--- config.mk ---
export PLATFORM = sky130hd
export DESIGN_NAME = preg_alloc_ctrl
export DESIGN_NICKNAME = d
export VERILOG_FILES = /design/src/rtl/preg_alloc_ctrl.sv
export SDC_FILE = /design/constraint.sdc
export NUM_CORES = 1
export LEC_CHECK = 0
export CORE_MARGIN = 1.5
export CORE_UTILIZATION = 46
export CTS_CLUSTER_SIZE = 28
export DETAILED_ROUTE_END_ITERATION = 8
export HOLD_SLACK_MARGIN = 0.1
export PLACE_DENSITY_LB_ADDON = 0.25
export SETUP_SLACK_MARGIN = 0.1
export SYNTH_ARGS = -nofsm -noshare
export SYNTH_HDL_FRONTEND = slang
export SYNTH_SLANG_ARGS = --single-unit
--- constraint.sdc ---
create_clock -name clk -period 2.6 [get_ports clk]
set_clock_uncertainty 0.1 [all_clocks]
set_input_delay 0.26 -clock clk [delete_from_list [all_inputs] [get_ports clk]]
set_output_delay 0.26 -clock clk [all_outputs]
set_load 0.02 [all_outputs]
--- src/rtl/preg_alloc_ctrl.sv ---
// Physical-register allocation controller.
// Arbitrates two rename lanes onto a single free-list allocate port (one
// allocation every two cycles) and funnels commit-time frees, plus registers
// recovered from flushed allocations, through a small FIFO into the free list.
module preg_alloc_ctrl #(
    parameter int PREG_W      = 6,
    parameter int FREEQ_DEPTH = 8
) (
    input  logic              clk,
    input  logic              reset,
    input  logic [1:0]        req_valid,
    output logic [1:0]        req_ready,
    output logic [1:0]        rsp_valid,
    output logic [PREG_W-1:0] rsp_phys,
    output logic              rsp_fail,
    output logic              fl_alloc_en,
    input  logic [PREG_W-1:0] fl_alloc_phys,
    input  logic              fl_alloc_valid,
    input  logic [1:0]        cm_free_valid,
    input  logic [PREG_W-1:0] cm_free_phys0,
    input  logic [PREG_W-1:0] cm_free_phys1,
    output logic              cm_free_ready,
    output logic              fl_free_en,
    output logic [PREG_W-1:0] fl_free_phys,
    input  logic              flush,
    output logic              busy
);

    localparam int PTR_W = $clog2(FREEQ_DEPTH);
    localparam int CNT_W = PTR_W + 1;

    typedef enum logic {ST_IDLE = 1'b0, ST_WAIT = 1'b1} state_t;

    state_t state_reg, state_next;
    logic   rr_reg, rr_next;        // lane holding priority
    logic   owner_reg, owner_next;  // lane awaiting the outstanding response

    logic   any_req;
    logic   grant_lane;
    logic   grant_fire;
    logic   resp_fire;
    logic   recover_push;

    // Free queue storage and bookkeeping
    logic [PREG_W-1:0] fq_mem [FREEQ_DEPTH];
    logic [PTR_W-1:0]  head_reg, head_next;
    logic [PTR_W-1:0]  tail_reg, tail_next;
    logic [CNT_W-1:0]  count_reg, count_next;
    logic [1:0]        push_cnt;
    logic [PREG_W-1:0] push_data0, push_data1;
    logic              pop;

    // Round-robin choice: the priority lane wins if it asks, else the other one
    assign any_req    = |req_valid;
    assign grant_lane = req_valid[rr_reg] ? rr_reg : ~rr_reg;
    assign grant_fire = !reset && (state_reg == ST_IDLE) && !flush && any_req;
    assign resp_fire  = !reset && (state_reg == ST_WAIT) && !flush;

    // FSM state, arbitration pointer and owner registers
    always_ff @(posedge clk or posedge reset) begin
        if (reset) begin
            state_reg <= ST_IDLE;
            rr_reg    <= 1'b0;
            owner_reg <= 1'b0;
        end else begin
            state_reg <= state_next;
            rr_reg    <= rr_next;
            owner_reg <= owner_next;
        end
    end

    // Next-state logic: a grant moves to WAIT, WAIT always returns to IDLE
    always_comb begin
        state_next = state_reg;
        rr_next    = rr_reg;
        owner_next = owner_reg;
        case (state_reg)
            ST_IDLE: begin
                if (grant_fire) begin
                    state_next = ST_WAIT;
                    rr_next    = ~grant_lane;
                    owner_next = grant_lane;
                end
            end
            ST_WAIT: state_next = ST_IDLE;
            default: state_next = ST_IDLE;
        endcase
    end

    // FSM outputs: allocate strobe, response payload and flush recovery
    always_comb begin
        fl_alloc_en  = 1'b0;
        rsp_fail     = 1'b0;
        rsp_phys     = '0;
        recover_push = 1'b0;
        if (!reset) begin
            case (state_reg)
                ST_IDLE: fl_alloc_en = grant_fire;
                ST_WAIT: begin
                    if (flush) begin
                        // Flushed allocation: hand a good register back
                        recover_push = fl_alloc_valid;
                    end else begin
                        rsp_fail = !fl_alloc_valid;
                        rsp_phys = fl_alloc_valid ? fl_alloc_phys : '0;
                    end
                end
                default: fl_alloc_en = 1'b0;
            endcase
        end
    end

    // Per-lane one-hot grant and response strobes
    generate
        for (genvar gi = 0; gi < 2; gi++) begin : g_lane
            assign req_ready[gi] = grant_fire && (grant_lane == 1'(gi));
            assign rsp_valid[gi] = resp_fire  && (owner_reg  == 1'(gi));
        end
    endgenerate

    // Commit frees are held off during flush and whenever two slots are not free
    assign cm_free_ready = reset ||
                           (!flush && (count_reg <= CNT_W'(FREEQ_DEPTH - 2)));

    // Select what enters the queue this cycle; recovery and commit never overlap
    always_comb begin
        push_cnt   = 2'd0;
        push_data0 = '0;
        push_data1 = '0;
        if (recover_push) begin
            push_cnt   = 2'd1;
            push_data0 = fl_alloc_phys;
        end else if (!reset && cm_free_ready) begin
            case (cm_free_valid)
                2'b01: begin
                    push_cnt   = 2'd1;
                    push_data0 = cm_free_phys0;
                end
                2'b10: begin
                    push_cnt   = 2'd1;
                    push_data0 = cm_free_phys1;
                end
                2'b11: begin
                    push_cnt   = 2'd2;
                    push_data0 = cm_free_phys0;
                    push_data1 = cm_free_phys1;
                end
                default: push_cnt = 2'd0;
            endcase
        end
    end

    // Drain the head entry whenever the queue holds anything
    assign pop        = (count_reg != '0);
    assign head_next  = pop ? head_reg + PTR_W'(1) : head_reg;
    assign tail_next  = tail_reg + PTR_W'(push_cnt);
    assign count_next = count_reg + CNT_W'(push_cnt) - CNT_W'(pop);

    // Queue pointers and occupancy
    always_ff @(posedge clk or posedge reset) begin
        if (reset) begin
            head_reg  <= '0;
            tail_reg  <= '0;
            count_reg <= '0;
        end else begin
            head_reg  <= head_next;
            tail_reg  <= tail_next;
            count_reg <= count_next;
        end
    end

    // Queue storage; contents need no reset because count gates every read
    always_ff @(posedge clk) begin
        if (push_cnt != 2'd0) begin
            fq_mem[tail_reg] <= push_data0;
        end
        if (push_cnt == 2'd2) begin
            fq_mem[tail_reg + PTR_W'(1)] <= push_data1;
        end
    end

    assign fl_free_en   = !reset && pop;
    assign fl_free_phys = fl_free_en ? fq_mem[head_reg] : '0;
    assign busy         = !reset && ((state_reg == ST_WAIT) || (count_reg != '0));

endmodule

== Word level (Yosys, flattened, before mapping) ==
Memories as Yosys holds them, arrays and structs flattened.
Cells that the tools add are included.
Storage, ports and cells
  bits in registers: 13
  bits in latches: 0
  memories: 1
  input port bits: 26
  logic and storage cells: 77
  memory bits (writable): 48
  bits in read-only memories: 0
  output and inout bits: 21
Operators by class
  reduce and logical (&&, ||, !) cells: 24
  order comparisons: 2
  div/mod/pow operators: 0
  multiplexer cells: 31
  bitwise logic cells: 4
  shift operators: 0
  eq/ne operators: 4
  multiply operators: 0
  add/subtract/negate cells: 5
Memories
  fq_mem: words 8, bits a word 6, rd ports 1, clocked after memory_dff 0, wr ports 2, RTL line 45  | logic [PREG_W-1:0] fq_mem [FREEQ_DEPTH];
Operators with widths (count)
  $mux W6: 10
  $mux W1: 16
  $logic_and A1 B1 Y1: 13
  $pmux W6 S2: 1
  $add A3 B1 Y3 const B: 2
  $eq A2 B2 Y1 const B: 3
  $reduce_or A2 Y1: 3
  $add A4 B2 Y4: 1
  $le A4 B3 Y1 const B: 1
  $mux W2: 2
  $not A1 Y1: 4
  $pmux W2 S2: 1
  $reduce_bool A4 Y1: 1
  $sub A4 B1 Y4: 1
  $add A3 B2 Y3: 1
  $logic_not A1 Y1: 3
  $eq A2 B1 Y1 const B: 1
  $logic_or A1 B1 Y1: 2
  $lt A1 B2 Y1 const B: 1
  $pmux W1 S2: 1
  $reduce_and A2 Y1: 1
  $reduce_bool A2 Y1: 1

== Depth between registers and ports, before layout ==
  word-level depth: 9
  gate-level depth with buffers: 11
  depth with buffers taken out: 11

== Least setup slack after synthesis ==
No wires, ideal clock.
  path kind: register -> register
  from: register count_reg[2]
  to: register count_reg[2]
  stages on the path, launching flop included: 11
  slack: -0.112 ns
  arrival time: 2.489 ns
  clock period less this slack: 2.712 ns
  required time: 2.377 ns
  buffers on the path: 0
  library setup time: 0.123 ns
  cell sequence: dfrtp_1 -> ha_1 -> a21boi_0 -> nor3_4 -> a21oi_1 -> ha_1 -> inv_1 -> ha_1 -> inv_1 -> fa_1 -> xnor2_1
On the way
  word-level cells in the longest chain between the ends: 8
  elaborated cells on any way between the ends: 9
  classes of those cells: add/sub: 2; order compare: 1; mux: 2; reduce/logical: 4
Ends and longest elaborated chain
  from (decl): RTL line 48  | logic [CNT_W-1:0] count_reg, count_next;
  from (signal assigned): RTL line 168  | count_reg <= count_next;
  $le A4 B3 Y1: RTL line 123  | (!flush && (count_reg <= CNT_W'(FREEQ_DEPTH - 2)));
  $logic_and A1 B1 Y1: RTL line 123
  $logic_or A1 B1 Y1: RTL line 122  | assign cm_free_ready = reset ||
  $logic_and A1 B1 Y1: RTL line 133  | end else if (!reset && cm_free_ready) begin
  $mux W2: RTL line 133
  $mux W2: RTL line 130  | if (recover_push) begin
  $add A4 B2 Y4: RTL line 157  | assign count_next = count_reg + CNT_W'(push_cnt) - CNT_W'(pop);
  $sub A4 B1 Y4 *: RTL line 157
  named net count_next[2]: RTL line 48
Mark *: on every way through the listed nets, which the timed path passes. The rest lies on a longest branch.
A chain may end at the register's enable or synchronous reset.

== Worst setup path after layout ==
  from: input reset
  to: output req_ready[0]
On the way
  word-level cells in the longest chain between the ends: 5
Ends and longest elaborated chain
  from (decl): RTL line 10  | input logic reset,
  $logic_not A1 Y1: RTL line 56  | assign grant_fire = !reset && (state_reg == ST_IDLE) && !flush && any_req;
  $logic_and A1 B1 Y1 (3 in a row): RTL line 56
  $logic_and A1 B1 Y1: RTL line 116  | assign req_ready[gi] = grant_fire && (grant_lane == 1'(gi));
  to (decl): RTL line 12  | output logic [1:0] req_ready,
No other way between the ends.

==> flow_summary.yaml <==
synth:
  syn_inst: 283
  synthMuxAreaShare_pct: 21.64
  syn-num-nets: 326
  synth_area_per_cell_um2: 13.24
  synth-adder-area-share_pct: 6.077
  synth-edff-count: 48
  synth_xor_area_share_pct: 1.636
  synth_compound_area_share_pct: 7.613
  synth_ff_type: "edfxtp_1"
  ys_types: 43
  synth_area_um2: 3747
  synth_top_family_by_area: "multiplexers"
  ys_warn_count: 0
  synthArstFlopShare_pct: 21.31
  synth-seq-cells: 61
  yosys.area_share.simple_pct: 12.72
  yosysSeqAreaShare_pct: 47.15
placed_design:
  gp_congestion: 0.7557
  port_buffers: 46
  dp_hpwl_um: 6438
  pre_cts_slack_ns: -0.1014
clock_network:
  cts_tree: "built"
  root_buffer: "clkbuf_8"
  cts_buffer_depth: 2
  cts_inserted_buffers: 9
  path_clk_slew_ns: 0.07
  insertion_delay_ns: 0.33
  cts.sinks: 61
  h-tree-depth: 3
hold_path:
  hold_class: "flop to flop"
  hp-start: "owner_reg"
  whs_endpoint: "owner_reg"
  worst_hold_path.num_cells: 1
power_and_ir_drop:
  power.density_nw_per_um2: 765.0
  peakVddDrop_mv: 0.4240
  p_leak_nw: 1.854
floorplan:
  row_count: 32
  die-area_um2: 8697
  initial_core_util_pct: 48.00
  die_h_um: 93.26
  core-area_um2: 7807
  die_w_um: 93.26
  boundaryPins: 47
run_status:
  status: "finished clean"
timing:
  post-route-period-util_pct: 95.50
  hold_viol: 0
  finalSetupViolCount: 0
  rsz0062_at_grt: "no"
  period_needed_ns: 2.483
  timing.setup.tns_ns: 0
  report.final.slew_viol_count: 0
  maxSlewHeadroom_pct: 60.60
  worst_pin_slew_ns: 0.5898
  layout_setup_ws_ns: 0.1170
  fmax_ghz: 0.4027
  hold_slack_ns: 0.4408
setup_path:
  crit_fanout: 5
  critPathKind: "input pin to primary output"
  r2r_start: "count_reg[3]"
  rr_worst_depth: 10
  r2r_end: "count_reg[3]"
  critPathMaxStageDelay_ns: 0.70
  cp_top_family: "buffers and inverters"
  r2r_slack_ns: 0.24
  worstPathRequired_ns: 2.24
  start_kind: "input pin"
  cp.arrival_ns: 2.12
  critPathBufInv: 2
  crit_top_cell: "clkdlybuf4s50_1"
  worstPathCellList: "clkdlybuf4s50_1, or2_1, a2111oi_0, clkdlybuf4s50_1"
  slowest_stage: "clkdlybuf4s50_1"
  cp-end-kind: "primary output"
grt:
  grt_overflow: 0
  antenna_found_initial: 0
  grtUsageTotal_pct: 20.78
  grt_pass1_vias: 2740
  grt_max_degree: 15
  grt_pass1_wl_um: 13610
cells_and_area:
  fillers: 629
  syn_to_final_growth_pct: 30.85
  drive_above_1_share_pct: 29.58
  fin_util_pct: 62.80
  largest_register_ffs: 48
  num_antenna_cells: 0
  mostFrequentLayoutCells: "mux2i_1, edfxtp_1, buf_4"
  final_common_cell: "mux2i_1"
  nets: 420
detailed_routing:
  vias_per_cell: 5.320
  drt_iter0_markers: 138
  met3_length_um: 328
  drt_wl_total_um: 8036
  route.detailed.drc: 0
  routed-wl-met2_um: 4027
  ant_nets: 0
  vias: 2575
  drtPass1Iterations: 4
  highest_layer: "met4"
  wl_met1_um: 3595
  wl_per_cell_um: 16.60
run:
  max-cap-violations: 0
logic make-up after synthesis:
family | Yosys count
adder cells (fa/ha/maj) | 17
XOR/XNOR | 7
buffers and inverters | 31
AND/OR/NAND/NOR | 68
multiplexers | 66
AO/OA/AOI/OAI | 33
flip-flops | 61
worst reg2reg max path: cells and delay by family (launching register included):
kind	cells	cell delay, ns
adder cells (fa/ha/maj)	3	0.80
AND/OR/NAND/NOR	1	0.20
AO/OA/AOI/OAI	3	0.51
flip-flops	1	0.40
XOR/XNOR	1	0.16
buffers and inverters	2	0.12
metal layers:
metal | track usage (%) | vias to the layer above
met3 | 4.472 | 7
met2 | 35.14 | 70
met4 | 6.818 | 0
met1 | 26.45 | 1238
met5 | 0 | -
li1 | - | 1260
report_power, final:
group | internal (mW) | switching, mW | total [mW]
logic | 0.780 | 0.800 | 1.58
clock network | 0.445 | 0.389 | 0.834
registers | 1.19 | 0.144 | 1.34
timing repair:
| item | CTS | global route |
|---|---|---|
| pin swaps | 0 | 3 |
| buffers inserted | 0 | 1 |
| resized for setup | 9 | 8 |
| hold buffers | 0 | 0 |
| setup endpoints to repair | 8 | 18 |
synthesized netlist by cell type (all sizes together), types with 2 or more instances:
cell type   n  area, µm²
clkbuf      3      11.26
ha         15      187.7
a22oi       6      75.07
nand3       4      20.02
and3        3      18.77
and2        7      43.79
fa          2      40.04
a21oi       4      23.77
nand4      10      100.1
dfrtp      13      325.3
a211oi      2      15.01
nor4        3      63.81
a21o        2      15.01
o21bai      8      60.06
or3         2      12.51
a2111oi     2      18.77
or2         3      18.77
nand3b      3      22.52
nor2       20      97.60
mux4       12      270.3
buf         6      25.02
inv        22      82.58
a22o        6      52.55
xor2        2      17.52
edfxtp     48       1441
mux2i      54      540.5
nand2       8      30.03
xnor2       5      43.79
stage by stage:
stage	area (µm²)	total power, mW	std cells
after floorplan	3764	2.418	283
after global placement	4666	2.876	467
after detailed placement	4666	2.927	467
after CTS	4857	3.731	483
after global routing	4903	4.004	484
final	4903	3.751	484
layout make-up:
type	count	area, µm²	share of cell area, %
inverter	22	86.33	1.761
clock inverter	7	73.82	1.505
clock buffer	9	123.9	2.526
timing repair buffer	92	814.5	16.61
tap	102	127.6	2.603
multi-input combinational	191	1911	38.96
sequential	61	1767	36.03
how the worst max path moves through the flow:
stage | endpoint | cells after the start | start | slack [ns]
global placement | fq_mem[5][3] | 7 | cm_free_valid[0] | -0.04
detailed placement | fq_mem[5][1] | 7 | cm_free_valid[0] | -0.10
finish | req_ready[0] | 4 | reset | 0.12
CTS | count_reg[2] | 11 | count_reg[3] | 0.11
global route | count_reg[3] | 10 | count_reg[3] | 0.09
floorplan | count_reg[2] | 10 | count_reg[2] | 0.10
(Power assumes the default switching activity.)
